$ cat src/rtl/mem_stage.sv
// -----------------------------------------------------------------------------
// mem_stage
//
// Memory-access stage of the pipelined RISC-V core. It takes the M-stage control
// and data from the Execute/Memory register and drives a valid/grant data-memory
// port. It stalls the front of the pipeline while a load or store is
// outstanding. It also holds the Memory/Writeback register with the selected
// write-back result.
//
// Parameters
//   MAX_WAIT   cycles an op may stay outstanding before it is forced to
//              complete (1..255)
//
// Ports
//   clk, rst                         clock, asynchronous active-high reset
//   RegWriteM, MemWriteM, LUIInstrM  M-stage control
//   ResultSrcM[1:0]                  00 ALU, 01 load, 10 PC+4, 11 ExtImm
//   RdM[4:0]                         destination register
//   ALUResultM, WriteDataM,
//   ExtImmM, PCPlus4M [31:0]         M-stage data
//   memReq, memWe, memAddr, memWData request side of the data-memory port
//   memGnt, memRValid, memRData      response side of the data-memory port
//   StallM                           freezes PC, F/D, D/E and E/M registers
//   ForwardM[31:0]                   M-stage forwarding value for the hazard unit
//   RegWriteW, RdW, ResultW          Memory/Writeback register
//   memTimeout                       sticky: some op ran into MAX_WAIT
// -----------------------------------------------------------------------------
module mem_stage #(
  parameter int MAX_WAIT = 15
) (
  input  logic        clk,
  input  logic        rst,
  input  logic        RegWriteM,
  input  logic        MemWriteM,
  input  logic        LUIInstrM,
  input  logic [1:0]  ResultSrcM,
  input  logic [4:0]  RdM,
  input  logic [31:0] ALUResultM,
  input  logic [31:0] WriteDataM,
  input  logic [31:0] ExtImmM,
  input  logic [31:0] PCPlus4M,
  output logic        memReq,
  output logic        memWe,
  output logic [31:0] memAddr,
  output logic [31:0] memWData,
  input  logic        memGnt,
  input  logic        memRValid,
  input  logic [31:0] memRData,
  output logic        StallM,
  output logic [31:0] ForwardM,
  output logic        RegWriteW,
  output logic [4:0]  RdW,
  output logic [31:0] ResultW,
  output logic        memTimeout
);

  localparam logic [1:0] S_IDLE = 2'd0;
  localparam logic [1:0] S_REQ  = 2'd1;
  localparam logic [1:0] S_WAIT = 2'd2;

  localparam logic [7:0] MAX_WAIT_C = 8'(MAX_WAIT);

  logic [1:0]  r_state;
  logic [7:0]  r_wait_cnt;
  logic        r_timeout;
  logic        r_regwrite_w;
  logic [4:0]  r_rd_w;
  logic [31:0] r_result_w;

  logic [1:0]  w_state_nxt;
  logic        w_mem_op;
  logic        w_req;
  logic        w_real_done;
  logic        w_timeout;
  logic        w_done;
  logic        w_stall;
  logic [31:0] w_result;

  // A store wins over a load if both encodings appear together.
  assign w_mem_op = MemWriteM | (ResultSrcM == 2'b01);

  always_comb begin
    w_state_nxt = r_state;
    w_req       = 1'b0;
    w_real_done = 1'b0;
    case (r_state)
      S_IDLE, S_REQ: begin
        w_req = (r_state == S_REQ) | w_mem_op;
        if (w_mem_op) begin
          if (memGnt && (MemWriteM || memRValid)) begin
            w_real_done = 1'b1;
          end else if (memGnt) begin
            w_state_nxt = S_WAIT;
          end else begin
            w_state_nxt = S_REQ;
          end
        end
      end
      S_WAIT: begin
        w_real_done = memRValid;
      end
      default: begin
        w_state_nxt = S_IDLE;
      end
    endcase
    // The counter holds the number of cycles the op has already been
    // outstanding, so the stall lasts exactly MAX_WAIT cycles before the
    // forced completion. A genuine completion in that same cycle wins.
    w_timeout = (r_state != S_IDLE) && !w_real_done && (r_wait_cnt == MAX_WAIT_C);
    w_done    = w_real_done | w_timeout;
    if (w_done) begin
      w_state_nxt = S_IDLE;
    end
  end

  assign w_stall = w_mem_op & ~w_done;

  always_comb begin
    w_result = ALUResultM;
    if (LUIInstrM) begin
      w_result = ExtImmM;
    end else begin
      case (ResultSrcM)
        2'b00:   w_result = ALUResultM;
        2'b01:   w_result = w_timeout ? 32'd0 : memRData;
        2'b10:   w_result = PCPlus4M;
        default: w_result = ExtImmM;
      endcase
    end
  end

  always_ff @(posedge clk or posedge rst) begin
    if (rst) begin
      r_state    <= S_IDLE;
      r_wait_cnt <= 8'd0;
      r_timeout  <= 1'b0;
    end else begin
      r_state    <= w_state_nxt;
      r_wait_cnt <= (w_state_nxt == S_IDLE) ? 8'd0 : r_wait_cnt + 8'd1;
      r_timeout  <= r_timeout | w_timeout;
    end
  end

  // Memory/Writeback register: a stalled instruction leaves a bubble behind.
  always_ff @(posedge clk or posedge rst) begin
    if (rst) begin
      r_regwrite_w <= 1'b0;
      r_rd_w       <= 5'd0;
      r_result_w   <= 32'd0;
    end else if (w_stall) begin
      r_regwrite_w <= 1'b0;
      r_rd_w       <= 5'd0;
      r_result_w   <= 32'd0;
    end else begin
      r_regwrite_w <= RegWriteM & (RdM != 5'd0);
      r_rd_w       <= RdM;
      r_result_w   <= w_result;
    end
  end

  assign memReq     = w_req;
  assign memWe      = w_req & MemWriteM;
  assign memAddr    = ALUResultM;
  assign memWData   = WriteDataM;
  assign StallM     = w_stall;
  assign ForwardM   = LUIInstrM ? ExtImmM : ALUResultM;
  assign memTimeout = r_timeout | w_timeout;
  assign RegWriteW  = r_regwrite_w;
  assign RdW        = r_rd_w;
  assign ResultW    = r_result_w;

endmodule
$ cat config.mk
export PLATFORM = sky130hd
export DESIGN_NAME = mem_stage
export DESIGN_NICKNAME = d
export VERILOG_FILES = /design/src/rtl/mem_stage.sv
export SDC_FILE = /design/constraint.sdc
export NUM_CORES = 1
export LEC_CHECK = 0
export ABC_CLOCK_PERIOD_IN_PS = 1570
export CAP_MARGIN = 20
export CORE_AREA = 2 2 120 122
export DETAILED_ROUTE_END_ITERATION = 10
export DIE_AREA = 0 0 122 124
export DONT_BUFFER_PORTS = 1
export HOLD_SLACK_MARGIN = 0.1
export PLACE_DENSITY_LB_ADDON = 0.05
export SLEW_MARGIN = 25
export SYNTH_ARGS = -nofsm -noshare
export SYNTH_HDL_FRONTEND = slang
export SYNTH_SLANG_ARGS = --single-unit
$ cat constraint.sdc
create_clock -name clk -period 1.57 [get_ports clk]
set_input_delay 0.0785 -clock clk [delete_from_list [all_inputs] [get_ports clk]]
set_output_delay 0.0785 -clock clk [all_outputs]
set_load 0.01 [all_outputs]
==> results of run 1 <==
==> per-layer routing <==
metal	track usage	wire, um	up-vias
met2	0.332	7220	186
met4	0.0445	145	0
met1	0.181	4960	1457
met5	0	0	-
met3	0.0536	1300	9
li1	-	-	1407
==> cells in the mapped netlist <==
master / count
sky130_fd_sc_hd__a211oi_1: 1
sky130_fd_sc_hd__a21o_1: 1
sky130_fd_sc_hd__a21oi_1: 1
sky130_fd_sc_hd__a21oi_2: 1
sky130_fd_sc_hd__a311oi_1: 21
sky130_fd_sc_hd__a311oi_2: 10
sky130_fd_sc_hd__and2_1: 3
sky130_fd_sc_hd__and3_1: 2
sky130_fd_sc_hd__buf_2: 14
sky130_fd_sc_hd__buf_4: 66
sky130_fd_sc_hd__buf_6: 2
sky130_fd_sc_hd__clkbuf_1: 13
sky130_fd_sc_hd__dfrtp_1: 49
sky130_fd_sc_hd__ha_1: 1
sky130_fd_sc_hd__inv_1: 4
sky130_fd_sc_hd__mux2_2: 63
sky130_fd_sc_hd__mux2i_1: 1
sky130_fd_sc_hd__nand2_1: 35
sky130_fd_sc_hd__nand2b_4: 1
sky130_fd_sc_hd__nand3_1: 2
sky130_fd_sc_hd__nand3_2: 1
sky130_fd_sc_hd__nand3b_1: 3
sky130_fd_sc_hd__nand4_1: 1
sky130_fd_sc_hd__nor2_1: 46
sky130_fd_sc_hd__nor2b_1: 7
sky130_fd_sc_hd__nor3_1: 1
sky130_fd_sc_hd__nor3b_2: 1
sky130_fd_sc_hd__nor4_2: 1
sky130_fd_sc_hd__o2111a_1: 1
sky130_fd_sc_hd__o2111ai_1: 1
sky130_fd_sc_hd__o211a_1: 1
sky130_fd_sc_hd__o211ai_1: 32
sky130_fd_sc_hd__o211ai_4: 1
sky130_fd_sc_hd__o21a_1: 1
sky130_fd_sc_hd__o21ai_0: 2
sky130_fd_sc_hd__o21bai_1: 1
sky130_fd_sc_hd__or2_2: 1
sky130_fd_sc_hd__or4_1: 1
sky130_fd_sc_hd__xnor2_1: 2
sky130_fd_sc_hd__xor2_1: 4
==> area by class of cell <==
class	count	area, sq um	area share
Sequential cell	49	1230	0.253
Inverter	4	15.0	0.00310
Timing Repair Buffer	110	1120	0.232
Tap cell	180	225	0.0464
Multi-Input combinational cell	252	2100	0.433
Clock buffer	5	125	0.0258
Clock inverter	2	35.0	0.00722
==> state kept, by name, indices dropped and copies added, names as in the netlist <==
name	flops
ResultW	32
r_wait_cnt	8
RdW	5
r_state	2
RegWriteW	1
r_timeout	1
==> per-stage QoR <==
| stage | hold WS (ps) | std cells | utilization | setup WS [ps] | setup TNS, ps |
|---|---|---|---|---|---|
| global placement | -81.8 | 512 | 0.269 | -181 | -569 |
| detailed placement | -79.0 | 512 | 0.269 | -196 | -2210 |
| floorplan | 208 | 400 | - | 3.82 | 0 |
| finish | 129 | 602 | 0.353 | -165 | -3260 |
| global route | 145 | 602 | 0.353 | -241 | -6750 |
| CTS | 116 | 598 | 0.347 | -164 | -4970 |
==> logic make-up after synthesis <==
| family | count (synthesis) | share of synthesized area |
|---|---|---|
| AOI/OAI and AO/OA | 75 | 0.178 |
| xor gates and xnor gates | 6 | 0.0137 |
| adders and majority gates | 1 | 0.00327 |
| buffers and inverters | 99 | 0.170 |
| DFF | 49 | 0.320 |
| muxes | 64 | 0.188 |
| and+or+nand+nor | 106 | 0.127 |
==> worst max-delay path: cells and delay by family, from the launching register on <==
| family | cells | cell delay (ps) |
|---|---|---|
| compound gates | 3 | 710 |
| flops | 1 | 410 |
| simple gates | 1 | 230 |
| buf+inv | 2 | 280 |
==> worst paths after layout <==
path	endpoint	cells past startpoint	start	slack [ps]
hold / removal	r_state[0]$_DFF_PP0_	3	memRValid	130
max in group asynchronous	ResultW[2]$_DFF_PP0_	3	rst	800
setup reg to reg	ResultW[4]$_DFF_PP0_	6	r_state[1]$_DFF_PP0_	-160
setup / recovery	ResultW[4]$_DFF_PP0_	6	r_state[1]$_DFF_PP0_	-160
min in group asynchronous	ResultW[30]$_DFF_PP0_	2	rst	190
hold reg to reg	r_timeout$_DFF_PP0_	1	r_timeout$_DFF_PP0_	480
==> where the power goes <==
part	internal, W	leakage, nW	total [W]	switching [W]
combinational	0.000521	1.18	0.000974	0.000452
clock	0.000742	0.0797	0.00124	0.000502
sequential	0.00138	0.627	0.00150	0.000116
==> layout by cell type (no fill, tap or decap), types with 2 or more instances in the layout <==
cell                            netlist  layout
sky130_fd_sc_hd__a311oi_1            21      11
sky130_fd_sc_hd__a311oi_2            10      19
sky130_fd_sc_hd__and2_4               0       2
sky130_fd_sc_hd__buf_12               0       3
sky130_fd_sc_hd__buf_4               66      22
sky130_fd_sc_hd__buf_6                2       8
sky130_fd_sc_hd__clkbuf_16            0       6
sky130_fd_sc_hd__dfrtp_1             49      48
sky130_fd_sc_hd__dlygate4sd3_1        0      74
sky130_fd_sc_hd__inv_1                4       3
sky130_fd_sc_hd__mux2_2              63      63
sky130_fd_sc_hd__nand2_1             35      35
sky130_fd_sc_hd__nand3_1              2       2
sky130_fd_sc_hd__nand3b_1             3       3
sky130_fd_sc_hd__nor2_1              46      45
sky130_fd_sc_hd__nor2b_1              7       6
sky130_fd_sc_hd__o211ai_1            32      32
sky130_fd_sc_hd__o21ai_0              2       2
sky130_fd_sc_hd__xnor2_1              2       2
sky130_fd_sc_hd__xor2_1               4       4
==> repair_timing <==
action / in CTS / in global routing
setup endpoints to repair: 48 / 50
hold endpoints to repair: 88 / 0
buffers inserted: 4 / 3
pin swaps: 21 / 19
hold buffers: 74 / 0
cloned: 1 / 2
gates resized for setup: 17 / 15
==> run_summary.xml, run 1 <==
<?xml version="1.0" encoding="UTF-8"?>
<metrics>
  <group name="grt">
    <metric name="vias_in_the_first_global_route" unit="">3318</metric>
    <metric name="first_pass_grt_wire_length" unit="um">19500</metric>
    <metric name="grtUsageTotal" unit="">0.172</metric>
    <metric name="grt_start_max_net_pins" unit="">37</metric>
    <metric name="antenna_found_initial" unit="">0</metric>
    <metric name="globalRouteOverflowTotal" unit="">0</metric>
  </group>
  <group name="synth">
    <metric name="post_synth_inst_count" unit="">400</metric>
    <metric name="post_synth_instance_area" unit="sq um">3830</metric>
    <metric name="synth.net_count" unit="">575</metric>
    <metric name="yosys.cell_types.count" unit="">40</metric>
    <metric name="synth.ff_latch_count" unit="">49</metric>
    <metric name="yosys.area.top_type_share" unit="">0.320</metric>
    <metric name="synth_area_leaders" unit="">sky130_fd_sc_hd__dfrtp_1, sky130_fd_sc_hd__mux2_2, sky130_fd_sc_hd__buf_4, sky130_fd_sc_hd__o211ai_1, sky130_fd_sc_hd__a311oi_1</metric>
    <metric name="synth_sequential_area_ratio" unit="">0.320</metric>
    <metric name="syn_area_per_cell" unit="sq um">9.57</metric>
    <metric name="synthesis.yosys.warnings" unit="">0</metric>
    <metric name="synth_top_cell_by_area" unit="">sky130_fd_sc_hd__dfrtp_1</metric>
  </group>
  <group name="floorplanning">
    <metric name="dieWidth" unit="um">122</metric>
    <metric name="core" unit="sq um">13700</metric>
    <metric name="design.die.area" unit="sq um">15100</metric>
    <metric name="site_rows" unit="">43</metric>
    <metric name="height_of_the_die" unit="um">124</metric>
    <metric name="initial_core_util" unit="">0.279</metric>
    <metric name="num_io_pins" unit="">312</metric>
  </group>
  <group name="placement">
    <metric name="numPortBuffers" unit="">0</metric>
    <metric name="detailed_place.area" unit="sq um">3690</metric>
    <metric name="gp_congestion" unit="">0.787</metric>
    <metric name="detailedPlacementHpwl" unit="um">9860</metric>
  </group>
  <group name="outcome">
    <metric name="status" unit="">complete, but fails checks</metric>
    <metric name="failed_checks" unit="">setup timing</metric>
  </group>
  <group name="min_path">
    <metric name="hold_path.class" unit="">in -&gt; reg</metric>
  </group>
  <group name="detailed_routing">
    <metric name="drcViolationCount" unit="">0</metric>
    <metric name="routedWlPerCell" unit="um">22.6</metric>
    <metric name="route.antenna.remaining_nets" unit="">0</metric>
    <metric name="avgViaCountPerCell" unit="">5.08</metric>
    <metric name="drt-total-wl" unit="um">13600</metric>
    <metric name="drt_pass1_iterations" unit="">4</metric>
    <metric name="drt-initial-drc-count" unit="">86</metric>
    <metric name="dr_vias" unit="">3059</metric>
  </group>
  <group name="pwr">
    <metric name="report.power.total" unit="W">0.00371</metric>
    <metric name="cellPowerDensity" unit="nW/um^2">766</metric>
    <metric name="power.ir.vdd_worst" unit="V">0.000323</metric>
    <metric name="p_leak" unit="nW">1.89</metric>
  </group>
  <group name="timing">
    <metric name="part_of_the_cycle_the_worst_path_needs" unit="">1.11</metric>
    <metric name="fin_skew" unit="ps">11.4</metric>
    <metric name="fin_ws" unit="ps">-165</metric>
    <metric name="max_freq" unit="MHz">576</metric>
    <metric name="rsz0062_at_grt" unit="">true</metric>
    <metric name="slew_violations" unit="">0</metric>
    <metric name="fin_crit" unit="ps">1730</metric>
    <metric name="setup_viol" unit="">42</metric>
    <metric name="transition_at_the_pin_with_the_smallest_max_transition_slack" unit="ps">371</metric>
    <metric name="finalHoldViolCount" unit="">0</metric>
    <metric name="max_slew_margin" unit="">0.753</metric>
  </group>
  <group name="setup_path">
    <metric name="critical-path-slowest-cell" unit="">sky130_fd_sc_hd__dfrtp_1</metric>
    <metric name="crit_chain" unit="">nand3b_1 -&gt; o211ai_4 -&gt; buf_12 -&gt; buf_12 -&gt; o211ai_1 -&gt; a311oi_4</metric>
    <metric name="timing.critical_path.from_type" unit="">flip-flop</metric>
    <metric name="critical_path_capture_point_type" unit="">flip-flop</metric>
    <metric name="timing.critical_path.required" unit="ps">1760</metric>
    <metric name="critPathMostFrequentCell" unit="">sky130_fd_sc_hd__buf_12</metric>
    <metric name="crit_path_max_fanout" unit="">6</metric>
    <metric name="path_class" unit="">reg -&gt; reg</metric>
    <metric name="worst_ep_arrival_time" unit="ps">1920</metric>
    <metric name="cpPeakStageDelay" unit="ps">410</metric>
  </group>
  <group name="clock_tree">
    <metric name="clk_transition_reported_paths" unit="ps">70</metric>
    <metric name="cts_tree" unit="">built</metric>
    <metric name="cts_buffers" unit="">5</metric>
    <metric name="clock_tree.buffer_depth" unit="">2</metric>
    <metric name="tritoncts_num_sinks" unit="">49</metric>
    <metric name="cts-root-buf" unit="">sky130_fd_sc_hd__clkbuf_16</metric>
    <metric name="htreeDepth" unit="">2</metric>
    <metric name="insertion_delay" unit="ps">300</metric>
  </group>
  <group name="cells_and_area">
    <metric name="post_route_cell_area" unit="sq um">4850</metric>
    <metric name="layout.nets" unit="">597</metric>
    <metric name="antenna_cells" unit="">0</metric>
    <metric name="area_grow_syn2layout" unit="%">26.7</metric>
    <metric name="filler_cell_count" unit="">1419</metric>
    <metric name="proportion_of_layout_cells_with_a_drive_suffix_above_1" unit="">0.341</metric>
  </group>
  <group name="job">
    <metric name="cap_viol_max_count" unit="">0</metric>
  </group>
</metrics>
Power figures use the tool's default switching activity.
==> run 2: changes to the inputs <==
--- a/config.mk
+++ b/config.mk
@@ -7,6 +7,8 @@
 export LEC_CHECK = 0
 export ABC_CLOCK_PERIOD_IN_PS = 1570
 export CAP_MARGIN = 20
+export CELL_PAD_IN_SITES_DETAIL_PLACEMENT = 1
+export CELL_PAD_IN_SITES_GLOBAL_PLACEMENT = 2
 export CORE_AREA = 2 2 120 122
 export DETAILED_ROUTE_END_ITERATION = 10
 export DIE_AREA = 0 0 122 124
==> run_summary.xml, run 2 (synthesis gave the netlist of run 1 again) <==
<?xml version="1.0" encoding="UTF-8"?>
<metrics>
  <group name="outcome">
    <metric name="status" unit="">complete, but fails checks</metric>
    <metric name="failed_checks" unit="">setup timing</metric>
  </group>
  <group name="pwr">
    <metric name="cellPowerDensity" unit="nW/um^2">748</metric>
    <metric name="power.ir.vdd_worst" unit="V">0.000504</metric>
    <metric name="p_leak" unit="nW">1.94</metric>
  </group>
  <group name="detailed_routing">
    <metric name="drt_pass1_iterations" unit="">4</metric>
    <metric name="drt-total-wl" unit="um">14600</metric>
    <metric name="avgViaCountPerCell" unit="">5.22</metric>
    <metric name="route.antenna.remaining_nets" unit="">0</metric>
    <metric name="drcViolationCount" unit="">0</metric>
    <metric name="drt-initial-drc-count" unit="">97</metric>
    <metric name="routedWlPerCell" unit="um">24.1</metric>
    <metric name="dr_vias" unit="">3160</metric>
  </group>
  <group name="setup_path">
    <metric name="worst_setup_path_startpoint" unit="">r_state[1]$_DFF_PP0_</metric>
    <metric name="critical-path-slowest-cell" unit="">sky130_fd_sc_hd__dfrtp_1</metric>
    <metric name="crit_path_max_fanout" unit="">11</metric>
    <metric name="critical_path_capture_point_type" unit="">primary output</metric>
    <metric name="top_delay_family_on_crit_path" unit="">flip-flops</metric>
    <metric name="crit_chain" unit="">nand3b_1 -&gt; o211ai_4 -&gt; buf_4 -&gt; o21bai_2 -&gt; buf_4</metric>
    <metric name="timing.critical_path.required" unit="ps">1490</metric>
    <metric name="timing.rr.start" unit="">r_state[1]$_DFF_PP0_</metric>
    <metric name="endpoint_of_the_most_critical_setup_path" unit="">memTimeout</metric>
    <metric name="cpPeakStageDelay" unit="ps">420</metric>
    <metric name="worst-r2r-cell-count" unit="">7</metric>
    <metric name="cp_num_buf_inv" unit="">2</metric>
    <metric name="path_depth" unit="">5</metric>
    <metric name="timing.critical_path.from_type" unit="">flip-flop</metric>
    <metric name="critPathMostFrequentCell" unit="">sky130_fd_sc_hd__buf_4</metric>
    <metric name="timing.reg2reg.setup_slack" unit="ps">-110</metric>
    <metric name="path_class" unit="">reg -&gt; out</metric>
    <metric name="worst_ep_arrival_time" unit="ps">1670</metric>
    <metric name="timing.rr.end" unit="">ResultW[8]$_DFF_PP0_</metric>
  </group>
  <group name="placement">
    <metric name="numPortBuffers" unit="">0</metric>
    <metric name="preCtsSetupSlack" unit="ps">-74.9</metric>
    <metric name="detailedPlacementHpwl" unit="um">10200</metric>
    <metric name="gp_congestion" unit="">0.753</metric>
  </group>
  <group name="cells_and_area">
    <metric name="multi_input_area" unit="sq um">2150</metric>
    <metric name="area_grow_syn2layout" unit="%">30.8</metric>
    <metric name="proportion_of_layout_cells_with_a_drive_suffix_above_1" unit="">0.369</metric>
    <metric name="largest_register_ffs" unit="">32</metric>
    <metric name="final_cell_mix" unit="">sky130_fd_sc_hd__dlygate4sd3_1, sky130_fd_sc_hd__mux2_2, sky130_fd_sc_hd__dfrtp_1</metric>
    <metric name="filler_cell_count" unit="">1539</metric>
    <metric name="layout.nets" unit="">599</metric>
    <metric name="layout_commonest_cell" unit="">sky130_fd_sc_hd__dlygate4sd3_1</metric>
    <metric name="register_area" unit="sq um">1230</metric>
    <metric name="antenna_cells" unit="">0</metric>
  </group>
  <group name="floorplanning">
    <metric name="core" unit="sq um">13700</metric>
    <metric name="site_rows" unit="">43</metric>
    <metric name="num_io_pins" unit="">312</metric>
    <metric name="dieWidth" unit="um">122</metric>
    <metric name="initial_core_util" unit="">0.279</metric>
    <metric name="height_of_the_die" unit="um">124</metric>
    <metric name="design.die.area" unit="sq um">15100</metric>
  </group>
  <group name="clock_tree">
    <metric name="htreeDepth" unit="">2</metric>
    <metric name="clk_transition_reported_paths" unit="ps">70</metric>
    <metric name="cts_buffers" unit="">5</metric>
    <metric name="clock_tree.buffer_depth" unit="">2</metric>
    <metric name="insertion_delay" unit="ps">290</metric>
    <metric name="cts-root-buf" unit="">sky130_fd_sc_hd__clkbuf_16</metric>
    <metric name="tritoncts_num_sinks" unit="">49</metric>
    <metric name="cts_tree" unit="">built</metric>
  </group>
  <group name="grt">
    <metric name="vias_in_the_first_global_route" unit="">3473</metric>
    <metric name="globalRouteOverflowTotal" unit="">0</metric>
    <metric name="grt_start_max_net_pins" unit="">44</metric>
    <metric name="antenna_found_initial" unit="">0</metric>
    <metric name="first_pass_grt_wire_length" unit="um">20600</metric>
    <metric name="grtUsageTotal" unit="">0.183</metric>
  </group>
  <group name="timing">
    <metric name="fin_skew" unit="ps">8.78</metric>
    <metric name="fin_ws" unit="ps">-178</metric>
    <metric name="slew_violations" unit="">0</metric>
    <metric name="finalHoldWorstSlack" unit="ps">134</metric>
    <metric name="transition_at_the_pin_with_the_smallest_max_transition_slack" unit="ps">352</metric>
    <metric name="rsz0062_at_grt" unit="">true</metric>
    <metric name="finalHoldViolCount" unit="">0</metric>
    <metric name="part_of_the_cycle_the_worst_path_needs" unit="">1.11</metric>
    <metric name="setup_viol" unit="">40</metric>
    <metric name="max_freq" unit="MHz">572</metric>
    <metric name="fin_crit" unit="ps">1750</metric>
    <metric name="max_slew_margin" unit="">0.765</metric>
    <metric name="fin_setup_tns" unit="ps">-2920</metric>
  </group>
  <group name="job">
    <metric name="cap_viol_max_count" unit="">0</metric>
  </group>
  <group name="min_path">
    <metric name="hold_path.class" unit="">in -&gt; reg</metric>
  </group>
</metrics>
-- run 2: cell type report --
type / instances / share of cell area
Tap cell: 180 / 0.0450
Clock buffer: 7 / 0.0305
Timing Repair Buffer: 112 / 0.245
Sequential cell: 49 / 0.245
Clock inverter: 1 / 0.00100
Multi-Input combinational cell: 252 / 0.430
Inverter: 4 / 0.00300
-- run 2: timing repair --
| action | in CTS | in global routing |
|---|---|---|
| setup endpoints to repair | 40 | 46 |
| gates cloned | 3 | 1 |
| setup buffers | 7 | 3 |
| hold endpoints to repair | 88 | 0 |
| hold buffers | 73 | 0 |
| pin swaps | 11 | 4 |
| resized for setup | 37 | 6 |
-- run 2: how the worst min path moves through the flow --
stage          startpoint                    to  slack [ps]  depth (start not counted)
2_1_floorplan   RegWriteM   RegWriteW$_DFF_PP0_         210                          2
3_5_place_dp          rst      RdW[1]$_DFF_PP0_        -130                          1
3_3_place_gp          rst      RdW[1]$_DFF_PP0_        -130                          1
5_1_grt               rst      RdW[1]$_DFF_PP0_         150                          2
6_report        memRValid  r_state[0]$_DFF_PP0_         130                          3
4_1_cts         memRValid  r_state[0]$_DFF_PP0_         120                          3
-- run 2: report_power, final --
| part | switching (W) | leakage, nW | internal (W) |
|---|---|---|---|
| Combinational | 0.000489 | 1.23 | 0.000575 |
| Sequential | 0.000116 | 0.629 | 0.00138 |
| Clock | 0.000505 | 0.0799 | 0.000677 |
| Total | 0.00111 | 1.94 | 0.00263 |
-- run 2: per-stage QoR --
| step | util | std cells | power (W) | instance area [sq um] |
|---|---|---|---|---|
| finish | 0.365 | 605 | 0.00374 | 5010 |
| global route | 0.365 | 605 | 0.00394 | 5010 |
| CTS | 0.362 | 602 | 0.00381 | 4960 |
| detailed placement | 0.274 | 511 | 0.00228 | 3760 |
| global placement | 0.274 | 511 | 0.00228 | 3760 |
| floorplan | - | 400 | 0.00224 | 3860 |
-- run 2: tightest hold or removal path: stages --
cell,delay [ps]
sky130_fd_sc_hd__nor2_1,20
sky130_fd_sc_hd__nand3_1,90
sky130_fd_sc_hd__o2111a_1,190
-- run 2: routing by layer --
metal | part of all wire | track usage
met1 | 0.39 | 0.209
met3 | 0.071 | 0.0435
met2 | 0.54 | 0.346
met4 | 0.0079 | 0.0366
met5 | 0 | 0
